$ cat config.mk
export PLATFORM = sky130hd
export DESIGN_NAME = aud_session_ctrl
export DESIGN_NICKNAME = d
export VERILOG_FILES = /design/src/rtl/aud_session_ctrl.sv
export SDC_FILE = /design/constraint.sdc
export NUM_CORES = 1
export LEC_CHECK = 0
export CORE_UTILIZATION = 50
export DETAILED_ROUTE_END_ITERATION = 6
export PLACE_DENSITY = 0.75
export SYNTH_ARGS = -nofsm -noshare
export SYNTH_HDL_FRONTEND = slang
export SYNTH_SLANG_ARGS = --single-unit
$ cat constraint.sdc
create_clock -name i_clk -period 4.9 [get_ports i_clk]
set_input_delay 1.47 -clock i_clk [delete_from_list [all_inputs] [get_ports i_clk]]
set_output_delay 1.47 -clock i_clk [all_outputs]
set_load 0.02 [all_outputs]
$ cat src/rtl/aud_session_ctrl.sv
// aud_session_ctrl
//   Session controller for the audio datapath. After reset it requests a
//   codec init over I2C, then runs RECORD / PLAY / SYNTH sessions across
//   NUM_CH DSP channels with pause/resume, stop, an elapsed-seconds timer
//   with auto-stop at MAX_SEC, and an I2C-init timeout into an error state
//   that the stop key clears.
//
// Ports
//   i_clk, i_rst_n   system clock, async active-low reset
//   i_i2c_fin        I2C initializer finished (level)
//   i_key_start      start / resume pulse
//   i_key_pause      pause toggle pulse
//   i_key_stop       stop / error-clear pulse
//   i_mode           0=PLAY 1=RECORD 2=SYNTH 3=reserved
//   i_ch_en          channel enable mask, sampled at session start
//   o_i2c_start      one-cycle codec init request
//   o_rec_start      one-cycle recorder start
//   o_dsp_start      one-cycle per-channel DSP start
//   o_play_en        player enable
//   o_rec_en         recorder enable
//   o_pause          high while paused
//   o_time           elapsed seconds of current session
//   o_err            high in the error state
//   o_state          current state code
module aud_session_ctrl #(
  parameter int NUM_CH      = 2,
  parameter int CLK_HZ      = 12000000,
  parameter int TIME_W      = 6,
  parameter int MAX_SEC     = 32,
  parameter int I2C_TIMEOUT = 2000000
) (
  input  logic              i_clk,
  input  logic              i_rst_n,
  input  logic              i_i2c_fin,
  input  logic              i_key_start,
  input  logic              i_key_pause,
  input  logic              i_key_stop,
  input  logic [1:0]        i_mode,
  input  logic [NUM_CH-1:0] i_ch_en,
  output logic              o_i2c_start,
  output logic              o_rec_start,
  output logic [NUM_CH-1:0] o_dsp_start,
  output logic              o_play_en,
  output logic              o_rec_en,
  output logic              o_pause,
  output logic [TIME_W-1:0] o_time,
  output logic              o_err,
  output logic [2:0]        o_state
);

  localparam logic [2:0] ST_IDLE  = 3'd0;
  localparam logic [2:0] ST_I2C   = 3'd1;
  localparam logic [2:0] ST_RUN   = 3'd2;
  localparam logic [2:0] ST_PAUSE = 3'd3;
  localparam logic [2:0] ST_DONE  = 3'd4;
  localparam logic [2:0] ST_ERR   = 3'd5;

  localparam logic [1:0] MODE_REC = 2'd1;
  localparam logic [1:0] MODE_RSV = 2'd3;

  localparam int PRE_W = (CLK_HZ > 1) ? $clog2(CLK_HZ) : 1;
  localparam int TO_W  = (I2C_TIMEOUT > 1) ? $clog2(I2C_TIMEOUT) : 1;

  localparam logic [PRE_W-1:0]  PRE_LAST = PRE_W'(CLK_HZ - 1);
  localparam logic [TO_W-1:0]   TO_LAST  = TO_W'(I2C_TIMEOUT - 1);
  localparam logic [TIME_W-1:0] SEC_LAST = TIME_W'(MAX_SEC - 1);
  localparam logic [TIME_W-1:0] SEC_END  = TIME_W'(MAX_SEC);

  logic [2:0]        state_q,     state_d;
  logic              boot_q,      boot_d;
  logic [TO_W-1:0]   to_cnt_q,    to_cnt_d;
  logic [PRE_W-1:0]  pre_q,       pre_d;
  logic [TIME_W-1:0] time_q,      time_d;
  logic [1:0]        mode_q,      mode_d;
  logic [NUM_CH-1:0] mask_q,      mask_d;
  logic              i2c_start_q, i2c_start_d;
  logic              rec_start_q, rec_start_d;
  logic [NUM_CH-1:0] dsp_start_q, dsp_start_d;
  logic              play_en_q,   play_en_d;
  logic              rec_en_q,    rec_en_d;
  logic              pause_q,     pause_d;
  logic              err_q,       err_d;

  always_comb begin
    state_d     = state_q;
    boot_d      = 1'b0;
    to_cnt_d    = to_cnt_q;
    pre_d       = pre_q;
    time_d      = time_q;
    mode_d      = mode_q;
    mask_d      = mask_q;
    // boot_q is only set out of reset, so this yields the single init
    // request on the first edge after release.
    i2c_start_d = boot_q;
    rec_start_d = 1'b0;
    dsp_start_d = '0;

    case (state_q)
      ST_I2C: begin
        if (i_i2c_fin) begin
          state_d  = ST_IDLE;
          to_cnt_d = '0;
        end else if (to_cnt_q == TO_LAST) begin
          state_d  = ST_ERR;
          to_cnt_d = '0;
        end else begin
          to_cnt_d = to_cnt_q + TO_W'(1);
        end
      end
      ST_ERR: begin
        if (i_key_stop) begin
          state_d     = ST_I2C;
          to_cnt_d    = '0;
          i2c_start_d = 1'b1;
        end
      end
      ST_IDLE: begin
        // A coincident stop or pause outranks start, so start is dropped.
        if (i_key_start && !i_key_stop && !i_key_pause &&
            (i_mode != MODE_RSV) && (|i_ch_en)) begin
          state_d     = ST_RUN;
          mode_d      = i_mode;
          mask_d      = i_ch_en;
          time_d      = '0;
          pre_d       = '0;
          dsp_start_d = i_ch_en;
          rec_start_d = (i_mode == MODE_REC);
        end
      end
      ST_RUN: begin
        if (i_key_stop) begin
          state_d = ST_IDLE;
          time_d  = '0;
        end else if (i_key_pause) begin
          // Prescaler is not advanced on the pausing edge so the partial
          // second resumes exactly where it left off.
          state_d = ST_PAUSE;
        end else if (pre_q == PRE_LAST) begin
          pre_d = '0;
          if (time_q == SEC_LAST) begin
            time_d  = SEC_END;
            state_d = ST_DONE;
          end else begin
            time_d = time_q + TIME_W'(1);
          end
        end else begin
          pre_d = pre_q + PRE_W'(1);
        end
      end
      ST_PAUSE: begin
        if (i_key_stop) begin
          state_d = ST_IDLE;
          time_d  = '0;
        end else if (i_key_pause || i_key_start) begin
          state_d = ST_RUN;
        end
      end
      ST_DONE: begin
        if (i_key_start || i_key_stop) begin
          state_d = ST_IDLE;
          time_d  = '0;
        end
      end
      default: begin
        // Unused codes recover through a fresh codec init.
        state_d     = ST_I2C;
        to_cnt_d    = '0;
        i2c_start_d = 1'b1;
      end
    endcase

    // Level outputs are decoded from the next state so they change on the
    // same edge as the state itself.
    play_en_d = (state_d == ST_RUN) && (mode_d != MODE_REC);
    rec_en_d  = (state_d == ST_RUN) && (mode_d == MODE_REC);
    pause_d   = (state_d == ST_PAUSE);
    err_d     = (state_d == ST_ERR);
  end

  always_ff @(posedge i_clk or negedge i_rst_n) begin
    if (!i_rst_n) begin
      state_q     <= ST_I2C;
      boot_q      <= 1'b1;
      to_cnt_q    <= '0;
      pre_q       <= '0;
      time_q      <= '0;
      mode_q      <= '0;
      mask_q      <= '0;
      i2c_start_q <= 1'b0;
      rec_start_q <= 1'b0;
      dsp_start_q <= '0;
      play_en_q   <= 1'b0;
      rec_en_q    <= 1'b0;
      pause_q     <= 1'b0;
      err_q       <= 1'b0;
    end else begin
      state_q     <= state_d;
      boot_q      <= boot_d;
      to_cnt_q    <= to_cnt_d;
      pre_q       <= pre_d;
      time_q      <= time_d;
      mode_q      <= mode_d;
      mask_q      <= mask_d;
      i2c_start_q <= i2c_start_d;
      rec_start_q <= rec_start_d;
      dsp_start_q <= dsp_start_d;
      play_en_q   <= play_en_d;
      rec_en_q    <= rec_en_d;
      pause_q     <= pause_d;
      err_q       <= err_d;
    end
  end

  assign o_i2c_start = i2c_start_q;
  assign o_rec_start = rec_start_q;
  assign o_dsp_start = dsp_start_q;
  assign o_play_en   = play_en_q;
  assign o_rec_en    = rec_en_q;
  assign o_pause     = pause_q;
  assign o_time      = time_q;
  assign o_err       = err_q;
  assign o_state     = state_q;

endmodule

==> results.md, run 1 <==
Floorplan:
- The number of placement rows is 30.
- The die outline area is 7546 um^2.
- The floorplan step defined a core boundary enclosing around 6900 um^2.
- The floorplan die height is 86.87 um.
- For this design the top-level I/O count stands at 27.
- The initial utilization of the core area, before any placement, comes to 52.42%.
- The chip width is 86.87 um.

STA:
- Setup repair after global routing left no endpoint under its margin.
- The transition time at the pin with the least slew margin is 1062 ps.
- Measured against its own limit, the worst slew margin works out to just under 30%.
- The minimum clock period is 3734 ps.
- Across all hold checks on the routed design, the worst slack comes to slightly below 500 ps.
- Setup violations remaining at the end of the flow were counted as 0.
- The setup clock skew after layout is 11.55 ps.
- The post-route clock period utilization is about 76%.
- The final-report hold violation count is 0.
- The final number of max-transition violations is 0.
- The fmax is 267.8 MHz.
- After routing, the total negative slack on setup checks comes to 0 ps.

Cells and area:
- 0 antenna diodes ended up in the layout.
- The layout overhead on the synthesized area is 16.85%.
- The fill cell instance count of the final layout is 578.
- The final-stage net count is 440.
- For this run, the share of the core covered by cells in the final layout is 61.26%.
- In the final layout, the share of cells above drive strength 1 is 7.870%.

Global routing:
- The via count of the first global-routing pass came to between 2k and 3k.
- After global routing the overflow that remains totals 0.
- The maximum number of pins on one net before global-route repair is 43.
- The number of antenna violations at the first check in global routing is 0.
- Global routing used 23.96% of the available tracks across all layers.
- The first global-routing pass estimated 14.11 mm of wire.

Clock tree:
- The number of buffers on the longest clock path is 2.
- The source-to-sink clock delay at the later pin of the worst-skew pair is roughly 350 ps.
- The CTS clock-pin slew for the worst setup and hold paths is approximately 70 ps.
- The H-tree depth reported by CTS is 3.
- The post-CTS resize count is 0.
- The clock tree from TritonCTS is done.
- The post-CTS repair timing setup buffer count is 0.
- The tree built by TritonCTS fans out to 65 sinks.
- The number of buffers added by the clock tree synthesis step is 9.
- Hold repair after CTS inserted 0 buffers.
- The clock root buffer is sky130_fd_sc_hd__clkbuf_8.

Outcome:
- The run finished with clean final reports.

Yosys:
- The count of cell types in the netlist is 60.
- The cell count after synthesis came out at 400.
- Among all cell types in the netlist, the one instantiated most often is sky130_fd_sc_hd__dfrtp_1.
- In the synthesized netlist the async set-or-reset flop fraction comes to 100.0%.
- The average instance in the mapped netlist occupies 9.002 um^2.
- The area share of the largest cell type after synthesis is a little over two fifths.
- The number of enable flip-flop cells after synthesis is 0.
- In the synthesized netlist, the cells that appear most often are 63 x sky130_fd_sc_hd__dfrtp_1, 37 x sky130_fd_sc_hd__nand3_1, 36 x sky130_fd_sc_hd__nand2_1, 31 x sky130_fd_sc_hd__nor2_1, 22 x sky130_fd_sc_hd__o21ai_0.
- After synthesis, the cell types taking the most area are sky130_fd_sc_hd__dfrtp_1 44%, sky130_fd_sc_hd__nand3_1 5.1%, sky130_fd_sc_hd__nand2_1 3.8%.
- After synthesis, flip-flops and latches occupy 45.24% of the total area.
- The cell area after synthesis is about 3600 um^2.
- Synthesis produced a netlist with a net count of 413.
- The dominant register cell in the synthesized netlist is sky130_fd_sc_hd__dfrtp_1.
- The synthesized design spends more area on one cell type than any other, namely sky130_fd_sc_hd__dfrtp_1.
- The Yosys step of the flow raised 0 warnings.
- The number of register bits inferred by synthesis is 65.

Worst setup path:
- The endpoint identified for the worst register-to-register timing path is pre_q[14].
- Together, buffers and inverters on the worst path number 1.
- The origin of the critical flop-to-flop path is o_state[2].
- The largest fanout on the critical path is 19.
- The slowest stage of the critical path is the sky130_fd_sc_hd__a221o_1 cell.
- The worst setup path is captured at a flip-flop.
- The worst setup path is of the input port to flip-flop kind.
- The critical path goes through clkdlybuf4s50_1 -> or4_4 -> a221o_1 -> a211o_4 -> or3_1 -> o21ai_0.
- For the worst flop-to-flop path, the logic depth is 5.
- The required time reported for the critical path endpoint is 5160 ps.
- The internal reg-to-reg setup slack is ~2200 ps.
- STA classifies the critical path startpoint as an input port.
- The data arrival time of the critical path is approximately 4000 ps.
- The largest stage delay on the critical path is roughly 550 ps.
- The cell family contributing the most delay on the critical path is compound AO/OA/AOI/OAI gates.

Power and ir drop:
- The static leakage power is 0.001711 uW.
- Overall power consumption after layout is estimated at 1372 uW.
- Power spread over the standard cell area amounts to 326.1 nW/um^2.
- Across the VDD grid, the largest voltage drop is between 150 and 200 uV.

Placement:
- The port buffer count is 26.
- At the end of routability-driven placement, the weighted congestion stood at 0.8790.
- The half-perimeter wire length after placement is 5.623 mm.

Min path:
- For hold timing, the worst endpoint is to_cnt_q[6].
- The min-delay analysis places its worst path in the category flip-flop to flip-flop.
- The startpoint identified for the worst hold timing path is to_cnt_q[6].
- The number of cells on the worst hold path is 1.

Detailed routing:
- Wires add up to 8.298 mm.
- The average wire per standard cell is approximately 16 um.
- Once detail routing completed, the nets flagged for antenna violations numbered 0.
- The vias per cell is around 6.
- Before antenna repair, the detailed router went through 4 iterations.
- Across all layers, the routed design uses about 3.2k vias.
- For this run, design rule violations remaining after detail routing come to 0.
- The violation count after the first detailed-routing iteration is 182.

Run:
- The tool flagged a number of max-cap violations equal to 0.
-- worst max-delay path by stage --
stage	cells past startpoint	slack, ps	end	startpoint
CTS	6	1190	pre_q[7]	i_key_stop
global route	6	1040	pre_q[7]	i_key_stop
finish	6	1170	pre_q[14]	i_key_stop
global placement	6	860	pre_q[20]	i_key_stop
floorplan	7	1590	pre_q[19]	i_key_stop
detailed placement	6	840	pre_q[7]	i_key_stop
-- stage by stage --
| stage | setup WS (ps) | instance area [um^2] | std cells |
|---|---|---|---|
| after global placement | 862.8 | 3941 | 512 |
| after floorplan | 1587 | 3601 | 400 |
| after global routing | 1045 | 4208 | 528 |
| final | 1166 | 4208 | 528 |
| after detailed placement | 838.1 | 3941 | 512 |
| after CTS | 1194 | 4208 | 528 |
-- per-layer routing --
layer | track usage [%] | part of all wire [%]
met5 | 0 | 0
met4 | 7.727 | 1.5
met3 | 6.161 | 5.7
met2 | 37.58 | 47
met1 | 32.46 | 45
-- where the power goes --
part	switching, uW	leakage [uW]	internal [uW]
Combinational	86.8	0.000697	56.1
Sequential	48.5	0.000881	575
Clock	216	0.000133	390
-- layout make-up --
cell class | instances | area (um^2) | area share [%]
multi-input combinational | 304 | 1839 | 43.71
timing repair buffer | 31 | 292.8 | 6.958
sequential | 65 | 1629 | 38.72
clock inverter | 7 | 142.6 | 3.390
inverter | 16 | 60.06 | 1.427
clock buffer | 9 | 123.9 | 2.944
tap | 96 | 120.1 | 2.855
-- registers in the layout, summed over array words and instances, names as in the netlist --
name	count
o_dsp_start	2
mode_q	2
o_time	6
o_rec_start	1
boot_q	1
o_state	3
pre_q	24
o_rec_en	1
o_pause	1
o_err	1
to_cnt_q	21
o_i2c_start	1
o_play_en	1
-- placed cells by master (no fill, tap or decap), types with 16 or more instances in the layout --
master / instances
sky130_fd_sc_hd__dfrtp_1: 63
sky130_fd_sc_hd__nand3_1: 37
sky130_fd_sc_hd__nand2_1: 36
sky130_fd_sc_hd__nor2_1: 31
sky130_fd_sc_hd__clkdlybuf4s50_1: 25
sky130_fd_sc_hd__o21ai_0: 22
sky130_fd_sc_hd__a21oi_1: 17
sky130_fd_sc_hd__inv_1: 16
sky130_fd_sc_hd__nand4_1: 16
-- kinds of logic after synthesis --
| logic type | Yosys count | synth area share (%) |
|---|---|---|
| AOI/OAI and AO/OA | 75 | 13.55 |
| xor gates and xnor gates | 17 | 4.135 |
| adders and majority gates | 3 | 1.043 |
| buffers and inverters | 31 | 3.683 |
| DFF | 65 | 45.24 |
| muxes | 3 | 0.9034 |
| other | 1 | 0.1041 |
| and+or+nand+nor | 205 | 31.34 |
(Power assumes the default switching activity.)
==> run 2, diff against run 1 <==
--- a/config.mk
+++ b/config.mk
@@ -7,7 +7,7 @@
 export LEC_CHECK = 0
 export CORE_UTILIZATION = 50
 export DETAILED_ROUTE_END_ITERATION = 6
-export PLACE_DENSITY = 0.75
+export PLACE_DENSITY = 0.78
 export SYNTH_ARGS = -nofsm -noshare
 export SYNTH_HDL_FRONTEND = slang
 export SYNTH_SLANG_ARGS = --single-unit
==> constraint.sdc (replaced) <==
create_clock -name i_clk -period 3.35 [get_ports i_clk]
set_input_delay 1.005 -clock i_clk [delete_from_list [all_inputs] [get_ports i_clk]]
set_output_delay 1.005 -clock i_clk [all_outputs]
set_load 0.02 [all_outputs]
==> results.md, run 2 (same netlist as run 1, synthesis figures left out) <==
Outcome:
- Run status: finished, final reports clean (unchanged).

Cells and area:
- The fill cell instance count of the final layout was 593 (was 578).
- Commonest non-fill, non-tap cells in the layout: 63 x sky130_fd_sc_hd__dfrtp_1, 37 x sky130_fd_sc_hd__nand3_1, 36 x sky130_fd_sc_hd__nand2_1 (unchanged).
- The final-stage net count is 448 (was 440).
- The area used by multi-input combinational logic is 1839 um^2 (unchanged).
- The area of all sequential standard cells was 1629 um^2 (unchanged).
- The largest register by flop count is pre_q (unchanged).
- The final non-filler cell total is 536 (was 528).
- The flip-flop count of the largest register, all copies and words added is 24 (unchanged).
- The total inserted antenna cells came to 0 (unchanged).
- The layout overhead on the synthesized area is 16.54% (was 16.85%).
- The most frequent standard cell in the layout excluding fill and tap cells is sky130_fd_sc_hd__dfrtp_1 (unchanged).
- The fraction of final layout cells sized beyond drive strength 1 was 9.545% (was 7.870%).

Floorplan:
- The die outline area is 7546 um^2 (unchanged).
- The top-level port count was 27 (unchanged).
- The initial core utilization is 52.42% (unchanged).
- The number of placement rows came to 30 (unchanged).
- The floorplan die height is 86.87 um (unchanged).
- The chip width is 86.87 um (unchanged).
- The area of the core is 6869 um^2 (unchanged).

Detailed routing:
- The average wire per standard cell came to 15.32 um (was 15.72 um).
- The residual antenna-violating net count after detailed routing is 0 (unchanged).
- The count of TritonRoute iterations in the first routing pass is 4 (unchanged).
- The routed wire length is 8.212 mm (was 8.298 mm).
- The violation count after the first detailed-routing iteration is 193 (was 182).
- The detailed-route DRC error count is 0 (unchanged).
- The vias per cell is 6.000 (was 6.034).
- The total number of vias is 3216 (was 3186).

Global routing:
- The number of antenna violations at the first check in global routing is 0 (unchanged).
- The global-route wire length before repair is 13.97 mm (was 14.11 mm).
- The total routing usage reported by global routing is 23.62% (was 23.96%).
- The maximum number of pins on one net before global-route repair is 66 (was 43).
- The via count of the first global-routing pass is 3103 (was 2971).
- The total grt overflow is 0 (unchanged).

Placement:
- The cell total after placement was 520 (was 512).
- The half-perimeter wire length after placement is 5.606 mm (was 5.623 mm).
- The port buffer count is 26 (unchanged).
- The final weighted congestion of routability-driven global placement is 0.8739 (was 0.8790).

Worst setup path:
- The worst setup path startpoint is i_key_stop (unchanged).
- The capturing point of the worst reg2reg path is pre_q[21] (was pre_q[14]).
- The required time reported for the critical path endpoint is 3600 ps (was 5160 ps).
- The internal reg-to-reg setup slack is 770 ps (was 2150 ps).
- The kind of capture point of the worst setup path is a flip-flop (unchanged).
- The type of the worst setup path is input port to flip-flop (unchanged).
- The startpoint type of the worst setup path was an input port (unchanged).
- The number of cell instances on the worst register-to-register path is 6 (was 5).
- The data arrival time of the critical path is 3120 ps (was 3990 ps).
- The origin of the critical flop-to-flop path is pre_q[8] (was o_state[2]).
- The critical path capture point is pre_q[10] (was pre_q[14]).
- The largest fanout on the critical path was 17 (was 19).

Clock tree:
- The clock root buffer was sky130_fd_sc_hd__clkbuf_8 (unchanged).
- The CTS clock-pin slew for the worst setup and hold paths is 70 ps (about the same).
- The quantity of hold-fixing buffers added after cts was 0 (unchanged).
- The number of sinks driven by the clock tree came to 65 (unchanged).
- The number of buffers on the longest clock path is 2 (unchanged).
- The post-CTS repair timing setup buffer count is 0 (unchanged).
- The source-to-sink clock delay at the later pin of the worst-skew pair is 340 ps (was 350 ps).
- The clock tree from TritonCTS is done (unchanged).
- The post-CTS resize count is 0 (unchanged).
- The H-tree depth reported by CTS was 3 (unchanged).
- The number of buffers added by the clock tree synthesis step came to 9 (unchanged).

STA:
- Derived from the worst setup path, the maximum achievable clock frequency is 349.2 MHz.
- Dividing the final minimum period by the clock period gives a little under nine tenths.
- The final-report hold violation count is 0 (unchanged).
- RSZ-0062 raised after global routing: false (unchanged).
- The total setup violations reported at the end of the flow is 0 (unchanged).
- The setup clock skew after layout is 9.763 ps (was 11.55 ps).
- The relative max-transition margin was 44.57% (was 28.95%).
- The final number of max-transition violations is 0 (unchanged).
- The final setup TNS is 0 ps (unchanged).
- For the finished layout, the period the worst path requires is 2863 ps.
- The transition time at the pin with the least slew margin is 823.8 ps (was 1062 ps).

Run:
- The number of violations of the max-capacitance limit is 0 (unchanged).

Min path:
- The worst min-delay path category is flip-flop to flip-flop (unchanged).

Power and ir drop:
- The static leakage power was 0.001709 uW (was 0.001711 uW).
- The highest ir drop seen on vdd was 287.8 uV (was 159.8 uV).
- The power per standard cell area is 423.1 nW/um^2 (was 326.1 nW/um^2).
[run 2: changes by cell type in the layout (fill, tap and decap cells not counted)]
cell,previous run,this run
sky130_fd_sc_hd__bufinv_16,4,1
sky130_fd_sc_hd__clkinv_2,1,2
sky130_fd_sc_hd__buf_4,5,13
sky130_fd_sc_hd__clkinvlp_4,0,3
sky130_fd_sc_hd__clkinv_4,2,1
[run 2: worst min path at each step]
stage                start     endpoint  slack (ps)  cells past startpoint
2_1_floorplan  to_cnt_q[6]  to_cnt_q[6]         440                      1
3_3_place_gp   to_cnt_q[6]  to_cnt_q[6]         460                      1
3_5_place_dp   to_cnt_q[6]  to_cnt_q[6]         490                      1
4_1_cts        to_cnt_q[2]  to_cnt_q[2]         500                      1
5_1_grt        to_cnt_q[2]  to_cnt_q[2]         540                      1
6_report         mode_q[1]    mode_q[1]         510                      1
[run 2: routing by layer]
metal	vias up	part of all wire, %	track usage [%]
met5	-	0	0
met4	0	1.3	6.970
met3	16	5.2	6.540
met2	108	49	38.94
met1	1544	44	30.38
li1	1548	-	-
[run 2: worst max-delay path, cell delays in order]
cell and delay [ps]:
sky130_fd_sc_hd__clkdlybuf4s50_1 420, sky130_fd_sc_hd__or4_4 510, sky130_fd_sc_hd__a221o_1 310, sky130_fd_sc_hd__a211o_4 400
sky130_fd_sc_hd__or3_1 360, sky130_fd_sc_hd__o21ai_0 100
[run 2: cell type report]
cell class / count / area share (%)
Sequential cell: 65 / 38.82
Multi-Input combinational cell: 304 / 43.83
Timing Repair Buffer: 39 / 8.408
Clock buffer: 9 / 2.952
Clock inverter: 7 / 1.699
Tap cell: 96 / 2.862
Inverter: 16 / 1.431
[run 2: report_power, final]
part	leakage (uW)	switching, uW	internal, uW
clock	0.0000912	314	342
sequential	0.000881	66.8	841
combinational	0.000737	125	86.8
[run 2: per-stage QoR]
step | hold WS [ps] | setup slack [ps] | utilization [%] | total power (uW) | instance area (um^2)
after global routing | 536.0 | 416.0 | 61.09 | 1874 | 4197
after global placement | 461.9 | 198.5 | 58.25 | 1120 | 4001
after detailed placement | 486.6 | 118.2 | 58.25 | 1130 | 4001
after floorplan | 443.6 | 502.0 | - | 1034 | 3601
final | 508.0 | 486.6 | 61.09 | 1776 | 4197
after CTS | 504.8 | 490.5 | 61.09 | 1788 | 4197
==> run 3, diff against run 2 <==
--- a/config.mk
+++ b/config.mk
@@ -8,6 +8,7 @@
 export CORE_UTILIZATION = 50
 export DETAILED_ROUTE_END_ITERATION = 6
 export PLACE_DENSITY = 0.78
+export RECOVER_POWER = 100
 export SYNTH_ARGS = -nofsm -noshare
 export SYNTH_HDL_FRONTEND = slang
 export SYNTH_SLANG_ARGS = --single-unit
==> results.md, run 3 (same netlist as run 1, synthesis figures left out) <==
Outcome:
- Run status: complete, but fails checks (was finished, final reports clean).
- The checks that failed: capacitance limit, slew limit.

Power and ir drop:
- The static leakage power came to 0.001743 uW (was 0.001709 uW).
- The power per standard cell area is 423.7 nW/um^2 (was 423.1 nW/um^2).
- The highest ir drop seen on vdd was 287.0 uV (was 287.8 uV).

Clock tree:
- The number of sinks driven by the clock tree is 65 (unchanged).
- The number of buffers added by the clock tree synthesis step is 9 (unchanged).
- The H-tree depth reported by CTS is 3 (unchanged).
- The quantity of hold-fixing buffers added after cts is 0 (unchanged).
- The source-to-sink clock delay at the later pin of the worst-skew pair is 340 ps (about the same).
- The post-CTS repair timing setup buffer count is 0 (unchanged).
- The clock root buffer is sky130_fd_sc_hd__clkbuf_8 (unchanged).
- The clock tree from TritonCTS is done (unchanged).
- The CTS clock-pin slew for the worst setup and hold paths was 80 ps (was 70 ps).
- The post-CTS resize count is 0 (unchanged).
- The number of buffers on the longest clock path is 2 (unchanged).

Worst setup path:
- The type of the worst setup path is input port to flip-flop (unchanged).
- The kind of capture point of the worst setup path is a flip-flop (unchanged).
- The cell family contributing the most delay on the critical path is simple AND/OR/NAND/NOR gates (unchanged).
- The capturing point of the worst reg2reg path is pre_q[21] (unchanged).
- The largest fanout on the critical path was 17 (unchanged).
- The total buffers and inverters traversed by the critical path is 1 (unchanged).
- The startpoint type of the worst setup path is an input port (unchanged).
- The worst setup path startpoint is i_key_stop (unchanged).
- The worst-path cell with the longest stage delay is sky130_fd_sc_hd__dlygate4sd3_1 (was sky130_fd_sc_hd__or4_4).
- The critical path capture point is pre_q[10] (unchanged).
- The data arrival time of the critical path came to 3300 ps (was 3120 ps).
- Critical path cell sequence: dlygate4sd3_1 -> or4_1 -> a221o_1 -> a211o_4 -> or3_1 -> o21ai_0 (was clkdlybuf4s50_1 -> or4_4 -> a221o_1 -> a211o_4 -> or3_1 -> o21ai_0).
- The origin of the critical flop-to-flop path is pre_q[8] (unchanged).
- The critical path depth is 6 (unchanged).
- The number of cell instances on the worst register-to-register path is 6 (unchanged).
- The required time reported for the critical path endpoint is 3600 ps (about the same).
- The internal reg-to-reg setup slack is 780 ps (was 770 ps).
- The largest stage delay on the critical path is 550 ps (was 510 ps).

Cells and area:
- The post-layout utilization of the core is 60.73% (was 61.09%).
- The layout overhead on the synthesized area came to 15.84% (was 16.54%).
- Commonest non-fill, non-tap cells in the layout: 63 x sky130_fd_sc_hd__dfrtp_1, 37 x sky130_fd_sc_hd__nand3_1, 36 x sky130_fd_sc_hd__nand2_1 (unchanged).
- The total inserted antenna cells is 0 (unchanged).
- The most frequent standard cell in the layout excluding fill and tap cells is sky130_fd_sc_hd__dfrtp_1 (unchanged).
- The largest register by flop count is pre_q (unchanged).
- The fraction of final layout cells sized beyond drive strength 1 came to 7.955% (was 9.545%).
- The flip-flop count of the largest register, all copies and words added came to 24 (unchanged).
- The final non-filler cell total is 536 (unchanged).
- The final-stage net count is 448 (unchanged).
- The fill cell instance count of the final layout is 601 (was 593).

STA:
- The transition time at the pin with the least slew margin is 1559 ps (was 823.8 ps).
- The setup clock skew after layout is 9.337 ps (was 9.763 ps).
- RSZ-0062 raised after global routing: false (unchanged).
- The minimum clock period came to 3046 ps (was 2863 ps).
- The final setup TNS is 0 ps (unchanged).
- The relative max-transition margin was -3.909% (was 44.57%).
- The total setup violations reported at the end of the flow is 0 (unchanged).
- The fmax is 328.3 MHz (was 349.2 MHz).
- The final-report hold violation count is 0 (unchanged).
- The final number of max-transition violations came to 66 (was 0).
- The post-route clock period utilization is 90.93% (was 85.48%).
- The minimum hold slack was 503.9 ps (was 508.0 ps).

Detailed routing:
- The average wire per standard cell is 15.26 um (was 15.32 um).
- The routed wire length came to 8.180 mm (was 8.212 mm).
- The detailed-route DRC error count is 0 (unchanged).
- The count of TritonRoute iterations in the first routing pass is 5 (was 4).
- The vias per cell came to 5.972 (was 6.000).
- The violation count after the first detailed-routing iteration is 179 (was 193).
- The total number of vias came to 3201 (was 3216).
- The residual antenna-violating net count after detailed routing is 0 (unchanged).

Floorplan:
- The top-level port count is 27 (unchanged).
- The floorplan die height is 86.87 um (unchanged).
- The chip width is 86.87 um (unchanged).
- The die outline area was 7546 um^2 (unchanged).
- The number of placement rows was 30 (unchanged).
- The area of the core is 6869 um^2 (unchanged).
- The initial core utilization was 52.42% (unchanged).

Placement:
- The final weighted congestion of routability-driven global placement is 0.8739 (unchanged).
- The port buffer count came to 26 (unchanged).
- The half-perimeter wire length after placement is 5.606 mm (unchanged).
- The cell total after placement is 520 (unchanged).

Global routing:
- The maximum number of pins on one net before global-route repair is 66 (unchanged).
- The number of antenna violations at the first check in global routing is 0 (unchanged).
- The total routing usage reported by global routing is 23.62% (unchanged).
- The via count of the first global-routing pass is 3103 (unchanged).
- The global-route wire length before repair was 13.97 mm (unchanged).
- The total grt overflow is 0 (unchanged).

Min path:
- The worst min-delay path category was flip-flop to flip-flop (unchanged).

Run:
- The number of violations of the max-capacitance limit is 1 (was 0).
## run 3: cell types whose count changed in the layout (fill, tap and decap cells not counted), moves of 5 or more
cell,previous run,this run
sky130_fd_sc_hd__buf_4,13,7
sky130_fd_sc_hd__clkbuf_1,0,5
sky130_fd_sc_hd__clkdlybuf4s50_1,25,6
sky130_fd_sc_hd__dlygate4sd3_1,0,19
## run 3: cell type report
type                       count  area (um^2)  area share (%)
clock inverter                 7        71.32           1.710
tap                           96        120.1           2.879
multi-input combinational    304         1836           44.00
clock buffer                   9        123.9           2.969
inverter                      16        60.06           1.440
timing repair buffer          39        331.6           7.948
sequential                    65         1629           39.05
## run 3: how the worst min path moves through the flow
stage / from / to / cells after the start
floorplan: to_cnt_q[6] / to_cnt_q[6] / 1
global placement: to_cnt_q[6] / to_cnt_q[6] / 1
detailed placement: to_cnt_q[6] / to_cnt_q[6] / 1
CTS: to_cnt_q[2] / to_cnt_q[2] / 1
global route: to_cnt_q[2] / to_cnt_q[2] / 1
finish: to_cnt_q[6] / to_cnt_q[6] / 1
## run 3: power breakdown
part	internal, uW	leakage [uW]	switching [uW]
Sequential	841	0.000881	66.9
Combinational	78.7	0.000771	125
Clock	342	0.0000912	315
## run 3: stage by stage
| stage | cell area (um^2) | total power [uW] | worst slack (ps) |
|---|---|---|---|
| 6_report | 4172 | 1768 | 304.0 |
| 5_1_grt | 4172 | 1866 | 217.8 |
| 4_1_cts | 4197 | 1788 | 490.5 |
| 3_5_place_dp | 4001 | 1130 | 118.2 |
| 3_3_place_gp | 4001 | 1120 | 198.5 |
| 2_1_floorplan | 3601 | 1034 | 502.0 |
## run 3: layer usage
layer	track usage (%)	up-vias	share of wire, %
met5	0	-	0
met4	6.970	0	1.2
met3	6.540	15	5.7
met2	38.94	107	49
met1	30.38	1527	44
li1	-	1552	-
